<file path="config.mk">
export PLATFORM = sky130hd
export DESIGN_NAME = acsu_param_flat
export DESIGN_NICKNAME = d
export VERILOG_FILES = /design/src/rtl/acsu_param_if.sv /design/src/rtl/acsu_param.sv /design/src/flat_wrapper.sv
export SDC_FILE = /design/constraint.sdc
export NUM_CORES = 1
export LEC_CHECK = 0
export CAP_MARGIN = 20
export CELL_PAD_IN_SITES_DETAIL_PLACEMENT = 0
export CELL_PAD_IN_SITES_GLOBAL_PLACEMENT = 1
export CORE_UTILIZATION = 51
export CTS_BUF_LIST = sky130_fd_sc_hd__clkbuf_4 sky130_fd_sc_hd__clkbuf_8
export CTS_CLUSTER_SIZE = 14
export DETAILED_ROUTE_END_ITERATION = 10
export DONT_BUFFER_PORTS = 1
export GPL_TIMING_DRIVEN = 0
export PLACE_DENSITY = 0.95
export REMOVE_ABC_BUFFERS = 1
export SYNTH_ARGS = -nofsm -noshare
export SYNTH_HDL_FRONTEND = slang
export SYNTH_SLANG_ARGS = --single-unit
</file>
<file path="constraint.sdc">
create_clock -name clock -period 23.9 [get_ports clock]
set_clock_uncertainty 0.15 [all_clocks]
set_input_delay 4.78 -clock clock [delete_from_list [all_inputs] [get_ports clock]]
set_output_delay 4.78 -clock clock [all_outputs]
set_load 0.02 [all_outputs]
</file>
<file path="src/rtl/acsu_param_if.sv">
// Symbol/decision bundle between a Viterbi front end and the add-compare-select unit.
// The master drives start and symbols; the slave (ACS unit) returns decisions and metrics.
interface acsu_param_if #(
    parameter int M = 3,
    parameter int W = 8
);
    localparam int NS = 1 << M;

    logic              start;
    logic              start_known;
    logic              sym_valid;
    logic [1:0]        sym;
    logic              dec_valid;
    logic [NS-1:0]     dec;
    logic [M-1:0]      best_state;
    logic [W-1:0]      best_metric;
    logic              norm_event;
    logic [NS*W-1:0]   pm_flat;

    modport master (
        output start, start_known, sym_valid, sym,
        input  dec_valid, dec, best_state, best_metric, norm_event, pm_flat
    );

    modport slave (
        input  start, start_known, sym_valid, sym,
        output dec_valid, dec, best_state, best_metric, norm_event, pm_flat
    );
endinterface

</file>
<file path="src/rtl/acsu_param.sv">
// Parametrised add-compare-select array for a rate-1/2 hard-decision Viterbi decoder.
// One trellis stage per accepted symbol; path metrics are kept bounded by modulo normalisation.
module acsu_param #(
    parameter int           M         = 3,
    parameter int           W         = 8,
    parameter logic [M:0]   G0        = 4'b1101,
    parameter logic [M:0]   G1        = 4'b1111,
    parameter int           INIT_BIAS = 16
) (
    input  logic         clock,
    input  logic         reset,
    acsu_param_if.slave  bus
);
    localparam int NS = 1 << M;

    typedef enum logic [0:0] {
        IDLE = 1'b0,
        RUN  = 1'b1
    } state_t;

    function automatic logic parity(input logic [M:0] v);
        return ^v;
    endfunction

    // Hamming distance between the received pair and the branch label for tap vector {u, s}.
    function automatic logic [1:0] branch_metric(input logic [M:0] tap, input logic [1:0] rx);
        logic c0;
        logic c1;
        c0 = parity(G0 & tap);
        c1 = parity(G1 & tap);
        return {1'b0, c0 ^ rx[0]} + {1'b0, c1 ^ rx[1]};
    endfunction

    state_t           state_r;
    logic [W-1:0]     pm_r [NS];
    logic [NS-1:0]    dec_r;
    logic [M-1:0]     best_state_r;
    logic [W-1:0]     best_metric_r;
    logic             norm_r;

    logic [W:0]       cand0_s [NS];
    logic [W:0]       cand1_s [NS];
    logic [W-1:0]     sel_s [NS];
    logic [W-1:0]     new_pm_s [NS];
    logic [NS-1:0]    dec_s;
    logic [NS-1:0]    msb_s;
    logic             norm_s;
    logic [M-1:0]     best_state_s;
    logic [W-1:0]     best_metric_s;
    logic [NS*W-1:0]  pm_flat_s;

    // Butterfly wiring: state j is reached from p0 = 2j mod NS and p1 = p0 + 1 with input u = j[M-1].
    for (genvar j = 0; j < NS; j++) begin : g_acs
        localparam int           P0 = (2 * j) % NS;
        localparam int           P1 = P0 + 1;
        localparam logic [M-1:0] S0 = M'(P0);
        localparam logic [M-1:0] S1 = M'(P1);
        localparam logic         UJ = 1'((j >> (M - 1)) & 1);

        logic [W:0] sel_wide_s;

        assign cand0_s[j]  = {1'b0, pm_r[P0]} + {{(W-1){1'b0}}, branch_metric({UJ, S0}, bus.sym)};
        assign cand1_s[j]  = {1'b0, pm_r[P1]} + {{(W-1){1'b0}}, branch_metric({UJ, S1}, bus.sym)};
        assign dec_s[j]    = (cand1_s[j] < cand0_s[j]);
        assign sel_wide_s  = dec_s[j] ? cand1_s[j] : cand0_s[j];
        assign sel_s[j]    = sel_wide_s[W] ? {W{1'b1}} : sel_wide_s[W-1:0];
        assign msb_s[j]    = sel_s[j][W-1];
        // Subtracting 2^(W-1) from a value whose top bit is set is just clearing that bit.
        assign new_pm_s[j] = norm_s ? {1'b0, sel_s[j][W-2:0]} : sel_s[j];
    end

    assign norm_s = &msb_s;

    // Minimum search over the new metrics; strict compare keeps the lowest index on ties.
    always_comb begin
        best_state_s  = {M{1'b0}};
        best_metric_s = new_pm_s[0];
        for (int j = 1; j < NS; j++) begin
            if (new_pm_s[j] < best_metric_s) begin
                best_state_s  = M'(j);
                best_metric_s = new_pm_s[j];
            end else begin
                best_state_s  = best_state_s;
                best_metric_s = best_metric_s;
            end
        end
    end

    // Flatten the metric registers for the output bus.
    always_comb begin
        pm_flat_s = {(NS*W){1'b0}};
        for (int j = 0; j < NS; j++) begin
            pm_flat_s[j*W +: W] = pm_r[j];
        end
    end

    // Metric registers, decision outputs and the IDLE/RUN state machine.
    always_ff @(posedge clock) begin
        if (!reset) begin
            state_r       <= IDLE;
            dec_r         <= {NS{1'b0}};
            best_state_r  <= {M{1'b0}};
            best_metric_r <= {W{1'b0}};
            norm_r        <= 1'b0;
            for (int j = 0; j < NS; j++) begin
                pm_r[j] <= {W{1'b0}};
            end
        end else if (bus.start) begin
            state_r       <= IDLE;
            dec_r         <= {NS{1'b0}};
            best_state_r  <= {M{1'b0}};
            best_metric_r <= {W{1'b0}};
            norm_r        <= 1'b0;
            pm_r[0]       <= {W{1'b0}};
            for (int j = 1; j < NS; j++) begin
                pm_r[j] <= bus.start_known ? W'(INIT_BIAS) : {W{1'b0}};
            end
        end else if (bus.sym_valid) begin
            state_r       <= RUN;
            dec_r         <= dec_s;
            best_state_r  <= best_state_s;
            best_metric_r <= best_metric_s;
            norm_r        <= norm_s;
            for (int j = 0; j < NS; j++) begin
                pm_r[j] <= new_pm_s[j];
            end
        end else begin
            state_r <= IDLE;
            norm_r  <= 1'b0;
        end
    end

    assign bus.dec_valid   = (state_r == RUN);
    assign bus.dec         = dec_r;
    assign bus.best_state  = best_state_r;
    assign bus.best_metric = best_metric_r;
    assign bus.norm_event  = norm_r;
    assign bus.pm_flat     = pm_flat_s;
endmodule

</file>
<file path="src/flat_wrapper.sv">
// flat-port wrapper written by rule: the top's interface ports become plain ports
module acsu_param_flat 
#(
    parameter int           M         = 3,
    parameter int           W         = 8,
    parameter logic [M:0]   G0        = 4'b1101,
    parameter logic [M:0]   G1        = 4'b1111,
    parameter int           INIT_BIAS = 16
)
  (clock, reset, bus_start, bus_start_known, bus_sym_valid, bus_sym, bus_dec_valid, bus_dec, bus_best_state, bus_best_metric, bus_norm_event, bus_pm_flat);
  acsu_param_if #(.M(M), .W(W)) bus_i ();
  input  logic clock;
  input  logic reset;
  input wire logic [$bits(bus_i.start)-1:0] bus_start;
  input wire logic [$bits(bus_i.start_known)-1:0] bus_start_known;
  input wire logic [$bits(bus_i.sym_valid)-1:0] bus_sym_valid;
  input wire logic [$bits(bus_i.sym)-1:0] bus_sym;
  output wire logic [$bits(bus_i.dec_valid)-1:0] bus_dec_valid;
  output wire logic [$bits(bus_i.dec)-1:0] bus_dec;
  output wire logic [$bits(bus_i.best_state)-1:0] bus_best_state;
  output wire logic [$bits(bus_i.best_metric)-1:0] bus_best_metric;
  output wire logic [$bits(bus_i.norm_event)-1:0] bus_norm_event;
  output wire logic [$bits(bus_i.pm_flat)-1:0] bus_pm_flat;
  assign bus_i.start = bus_start;
  assign bus_i.start_known = bus_start_known;
  assign bus_i.sym_valid = bus_sym_valid;
  assign bus_i.sym = bus_sym;
  assign bus_dec_valid = bus_i.dec_valid;
  assign bus_dec = bus_i.dec;
  assign bus_best_state = bus_i.best_state;
  assign bus_best_metric = bus_i.best_metric;
  assign bus_norm_event = bus_i.norm_event;
  assign bus_pm_flat = bus_i.pm_flat;
  acsu_param #(.M(M), .W(W), .G0(G0), .G1(G1), .INIT_BIAS(INIT_BIAS)) u_core (.clock(clock), .reset(reset), .bus(bus_i));
endmodule
</file>
* Word level (Yosys, flattened, before mapping)
Memory sizes are Yosys's and may differ from the RTL's.
Index checks and enable logic that the tools add are counted.
** Storage, ports and cells
- Bits in registers :: 21
- Memory bits (writable) :: 64
- Bits of input ports :: 7
- Output and inout port bits :: 85
- Logic and storage cells :: 127
- Memories :: 1
** Memory list
- u_core.pm_r :: depth 8, bits a word 8, read ports 8, clocked after memory_dff 0, wr ports 8, line acsu_param.sv:35 : logic [W-1:0] pm_r [NS];
** Operators by class
- Add/sub/neg operators :: 20
- $lt $le $gt $ge :: 15
- Mux-type cells :: 63
- Bitwise gates (word level) :: 20
- Reduce and logical (&&, ||, !) cells :: 3
** Operators by type and width (count)
- two-way mux 8 bit :: 39
- adder 8 x 2 -> 9 bit :: 16
- less-than comparator 9 bit :: 8
- two-way mux 9 bit :: 8
- less-than comparator 8 bit :: 7
- two-way mux 3 bit :: 6
- bitwise OR 1 bit :: 16
- two-way mux 1 bit :: 9
- adder 1 x 1 -> 2 bit :: 4
- AND reduction 8 bit :: 1
- two-way mux 5 bit :: 1
- inverter 1 bit :: 4
- OR reduction 3 bit :: 1
- OR reduction 2 bit :: 1

* Longest topological paths before layout
- Depth after elaboration :: 22
- Depth in mapped cells :: 79
- Depth with buffers taken out :: 74

* Least setup slack after synthesis
Ideal clock, no wire load.
- Path type :: in2reg
- Start point :: input port bus_sym[0]
- End point :: register u_core.best_metric_r[1], in the netlist u_core.bus.best_metric[1]
- Setup time :: 0.071 ns
- Arrival :: 19.379 ns
- Data required time :: 23.679 ns
- Slack :: 4.301 ns
- Stages :: 75
- Path buffers :: 8
- Path through :: inv_1 -> ha_1 -> clkbuf_1 -> xor2_1 -> ha_1 -> a21oi_2 -> nor2_2 -> and3_1 -> buf_2 -> ha_1 -> a21oi_1 -> o21ai_0 -> a41o_1 -> or2_2 -> clkbuf_1 -> or3_1 -> o21ai_0 -> ha_1 -> [39 not listed] -> a21o_1 -> ha_1 -> a21o_1 -> a21oi_1 -> o22ai_1 -> nor2_1 -> inv_1 -> a211oi_2 -> buf_2 -> o21a_1 -> ha_1 -> a21o_1 -> a21o_1 -> a221oi_1 -> nand2_1 -> o41a_1 -> a2bb2oi_1 -> a21oi_1
** Between the ends
- Cells in the longest elaborated chain, start to end :: 22
- Elaborated cells on any way between the ends :: 68
- Classes of those cells :: add/sub: 20; order compare: 15; mux: 31; bitwise: 1; reduce/logical: 1
** Ends and longest elaborated chain
- from (decl) :: line flat_wrapper.sv:17 : input wire logic [$bits(bus_i.sym)-1:0] bus_sym;
- inverter 1 bit (no source line)
- adder 1 x 1 -> 2 bit :: line acsu_param.sv:31 : return {1'b0, c0 ^ rx[0]} + {1'b0, c1 ^ rx[1]};
- adder 8 x 2 -> 9 bit, on equally long branches :: line acsu_param.sv:63, acsu_param.sv:62
- less-than comparator 9 bit :: line acsu_param.sv:64 : assign dec_s[j] = (cand1_s[j] < cand0_s[j]);
- two-way mux 9 bit :: line acsu_param.sv:65 : assign sel_wide_s = dec_s[j] ? cand1_s[j] : cand0_s[j];
- two-way mux 8 bit :: line acsu_param.sv:66 : assign sel_s[j] = sel_wide_s[W] ? {W{1'b1}} : sel_wide_s[W-1:0];
- AND reduction 8 bit :: line acsu_param.sv:72 : assign norm_s = &msb_s;
- two-way mux 8 bit :: line acsu_param.sv:69 : assign new_pm_s[j] = norm_s ? {1'b0, sel_s[j][W-2:0]} : sel_s[j];
- [6 not listed]
- less-than comparator 8 bit :: line acsu_param.sv:79 : if (new_pm_s[j] < best_metric_s) begin
- two-way mux 8 bit :: line acsu_param.sv:79
- less-than comparator 8 bit :: line acsu_param.sv:79
- two-way mux 8 bit :: line acsu_param.sv:79
- less-than comparator 8 bit :: line acsu_param.sv:79
- two-way mux 8 bit :: line acsu_param.sv:79
- less-than comparator 8 bit :: line acsu_param.sv:79
- two-way mux 8 bit * :: line acsu_param.sv:79
- to (signal assigned) :: line acsu_param.sv:103 : best_metric_r <= {W{1'b0}};
- to (signal assigned) :: line acsu_param.sv:112 : best_metric_r <= {W{1'b0}};
- to (signal assigned) :: line acsu_param.sv:122 : best_metric_r <= best_metric_s;
- to (decl) :: line acsu_param.sv:38 : logic [W-1:0] best_metric_r;
Every way passes the cells marked *; elsewhere a longest branch is shown, timed or not.
A chain may end at the register's enable or synchronous reset.

* Final worst setup path
- Start point :: input port bus_sym[0]
- End point :: register u_core.best_metric_r[4], in the netlist u_core.bus.best_metric[4]
The elaborated chain is that of the path after synthesis.

==> impl_metrics.py <==
metrics = {
    "sta": {
        "setup_viol": 0,
        "hold_ws_ps": 439,
        "final.setup.tns_ps": 0,
        "drv_slew": 0,
        "min_period_ps": 22630,
        "hold_violations": 0,
        "setup_slack_ps": 1270,
        "max_slew_margin": 0.250,
        "finalCritPeriodShare": 0.947,
        "fmax_mhz": 44.2,
        "rsz0062_at_grt": "no",
        "worst_pin_slew_ps": 1120,
    },
    "clock_network": {
        "htreeDepth": 3,
        "cts.sinks": 85,
        "numCtsBuffers": 9,
        "clk_path_buf_depth": 2,
        "cts_resized": 0,
        "postCtsSetupRepairBufs": 0,
        "clkTransAtPathRegs_ps": 100,
        "cts_root_buf": "clkbuf_8",
        "cts_tree": "built",
        "cts_hold_buffers": 0,
        "worstSkewPairLatency_ps": 390,
    },
    "drt": {
        "via_per_inst": 6.11,
        "detail-route-antenna-nets": 0,
        "first_iter_violations": 752,
        "wirelength_mm": 30.3,
        "drc": 0,
        "wl_per_cell_um": 20.4,
        "vias": 9092,
        "drt-pass1-iter-count": 5,
    },
    "layout": {
        "layout-drive-gt1-share": 0.0491,
        "insertedDiodeCount": 0,
        "area_growth_pct": 4.06,
        "fin_nets": 1370,
        "utilization": 0.543,
        "fillCellCount": 1870,
    },
    "placement": {
        "io_buffers": 0,
        "gp_congestion": 0.974,
        "hpwl_mm": 24.4,
        "place_ws_ps": 1480,
    },
    "floorplan": {
        "dieArea_um2": 20600,
        "num_rows": 51,
        "initial_core_util": 0.522,
        "core_um2": 19500,
        "die_x_um": 143,
        "die_h_um": 143,
        "pin_count": 92,
    },
    "critical_path": {
        "critPathMaxStageDelay_ps": 800,
        "critPathMaxFanout": 16,
        "worstPathRequired_ps": 23980,
        "rr_startpoint": "u_core.pm_r[0][1]",
        "rr_worst_depth": 67,
        "timing.rr.end": "u_core.bus.best_metric[4]",
        "worstSetupPathType": "in -> reg",
        "path_delay_family": "compound AO/OA/AOI/OAI gates",
        "worstPathArrival_ps": 22700,
        "end_kind": "flop",
        "setup.worst_path.start_class": "input pin",
        "critPathSlowestCell": "a2111oi_1",
        "cpMostUsedCell": "ha_1",
        "crit_buf_inv": 5,
        "r2r_slack_ps": 5740,
    },
    "grt": {
        "antenna_found_initial": 0,
        "grt-ovfl-total": 0,
        "grt_pass1_vias": 8385,
        "grt_usage": 0.298,
        "grt_pass1_wl_mm": 46.2,
        "grt_max_degree": 29,
    },
    "logic_synthesis": {
        "synth.most_common_cell": "ha_1",
        "synth-edff-count": 56,
        "async_flop_share": 0,
        "avgSynthCellArea_um2": 8.11,
        "dominantRegCellSynth": "edfxtp_1",
        "netlist.area_leader.share": 0.179,
        "synth-seq-cells": 85,
        "synthTopCellsByArea": "ha_1, edfxtp_1, xor2_1",
        "synth.cell_area_um2": 10200,
        "synth_top_area_cell": "ha_1",
        "synthTopCellsByCount": "ha_1, nor2_1, nand2_1",
        "yosysWarnings": 0,
        "syn-instance-count": 1257,
        "synth-seq-area-share": 0.222,
        "synth_cell_type_count": 74,
    },
    "hold_path": {
        "hp-start": "u_core.bus.dec[5]",
        "min_to": "u_core.bus.dec[5]",
        "worstHoldPathType": "reg -> reg",
        "whs_path_depth": 2,
    },
    "run_status": {
        "status": "finished clean",
    },
    "run": {
        "cap_violations": 0,
    },
}
[worst max path at each step]
stage	start	endpoint	slack (ps)	cells past startpoint
3_3_place_gp	bus_sym[0]	u_core.bus.best_metric[6]	1220	69
6_report	bus_sym[0]	u_core.bus.best_metric[4]	1270	69
2_1_floorplan	bus_sym[0]	u_core.bus.best_metric[1]	4060	65
5_1_grt	bus_sym[0]	u_core.bus.best_metric[4]	90	70
3_5_place_dp	bus_sym[0]	u_core.bus.best_metric[6]	1480	68
4_1_cts	bus_sym[0]	u_core.bus.best_metric[6]	1770	68
[flip-flops by register name, indices dropped and copies added, names as in the netlist]
signal / cells
u_core.bus.best_state: 3
u_core.bus.norm_event: 1
u_core.bus.dec: 8
u_core.pm_r: 64
u_core.bus.best_metric: 8
u_core.bus.dec_valid: 1
[metal layers]
layer	vias to the layer above	global-route usage	wire (um)
met5	-	0	0
met4	0	0.0896	704
met3	50	0.0500	2640
met2	367	0.478	13400
met1	4268	0.409	13500
li1	4407	-	-
[tightest hold or removal path: stages (launching register included)]
cell     delay (ps)
dfxtp_1         390
nor2_1          110
nor3_1           50
[kinds of logic after synthesis]
family | Yosys count | share of synthesized area
flops | 85 | 0.222
mux | 51 | 0.0528
fa+ha+maj | 146 | 0.179
buf+inv | 129 | 0.0491
xor+xnor | 112 | 0.0962
compound gates | 285 | 0.188
simple gates | 449 | 0.213
[final cells by class]
type | count | area (um2) | area share
multi-input combinational | 1043 | 7430 | 0.701
timing repair buffer | 6 | 109 | 0.0103
tap | 265 | 332 | 0.0313
inverter | 72 | 270 | 0.0255
sequential | 85 | 2260 | 0.213
clock buffer | 10 | 131 | 0.0124
clock inverter | 6 | 72.6 | 0.00684
[per-stage QoR]
| stage | std cells | cell area (um2) |
|---|---|---|
| after floorplan | 1200 | 9960 |
| after global placement | 1465 | 10300 |
| after detailed placement | 1469 | 10300 |
| after CTS | 1485 | 10600 |
| after global routing | 1487 | 10600 |
| final | 1487 | 10600 |
[layout by cell type (no fill, tap or decap), types with 38 or more instances in the layout]
cell	Yosys	final
xor2_1	69	69
xnor2_1	43	43
nand3_1	38	38
inv_1	71	71
o21ai_0	47	47
a21oi_1	94	94
nor2_1	134	134
nand2_1	110	110
ha_1	146	146
edfxtp_1	56	56
Power is not shown: default switching activity piles up to over one toggle a cycle in this logic, so the estimate is an artifact.
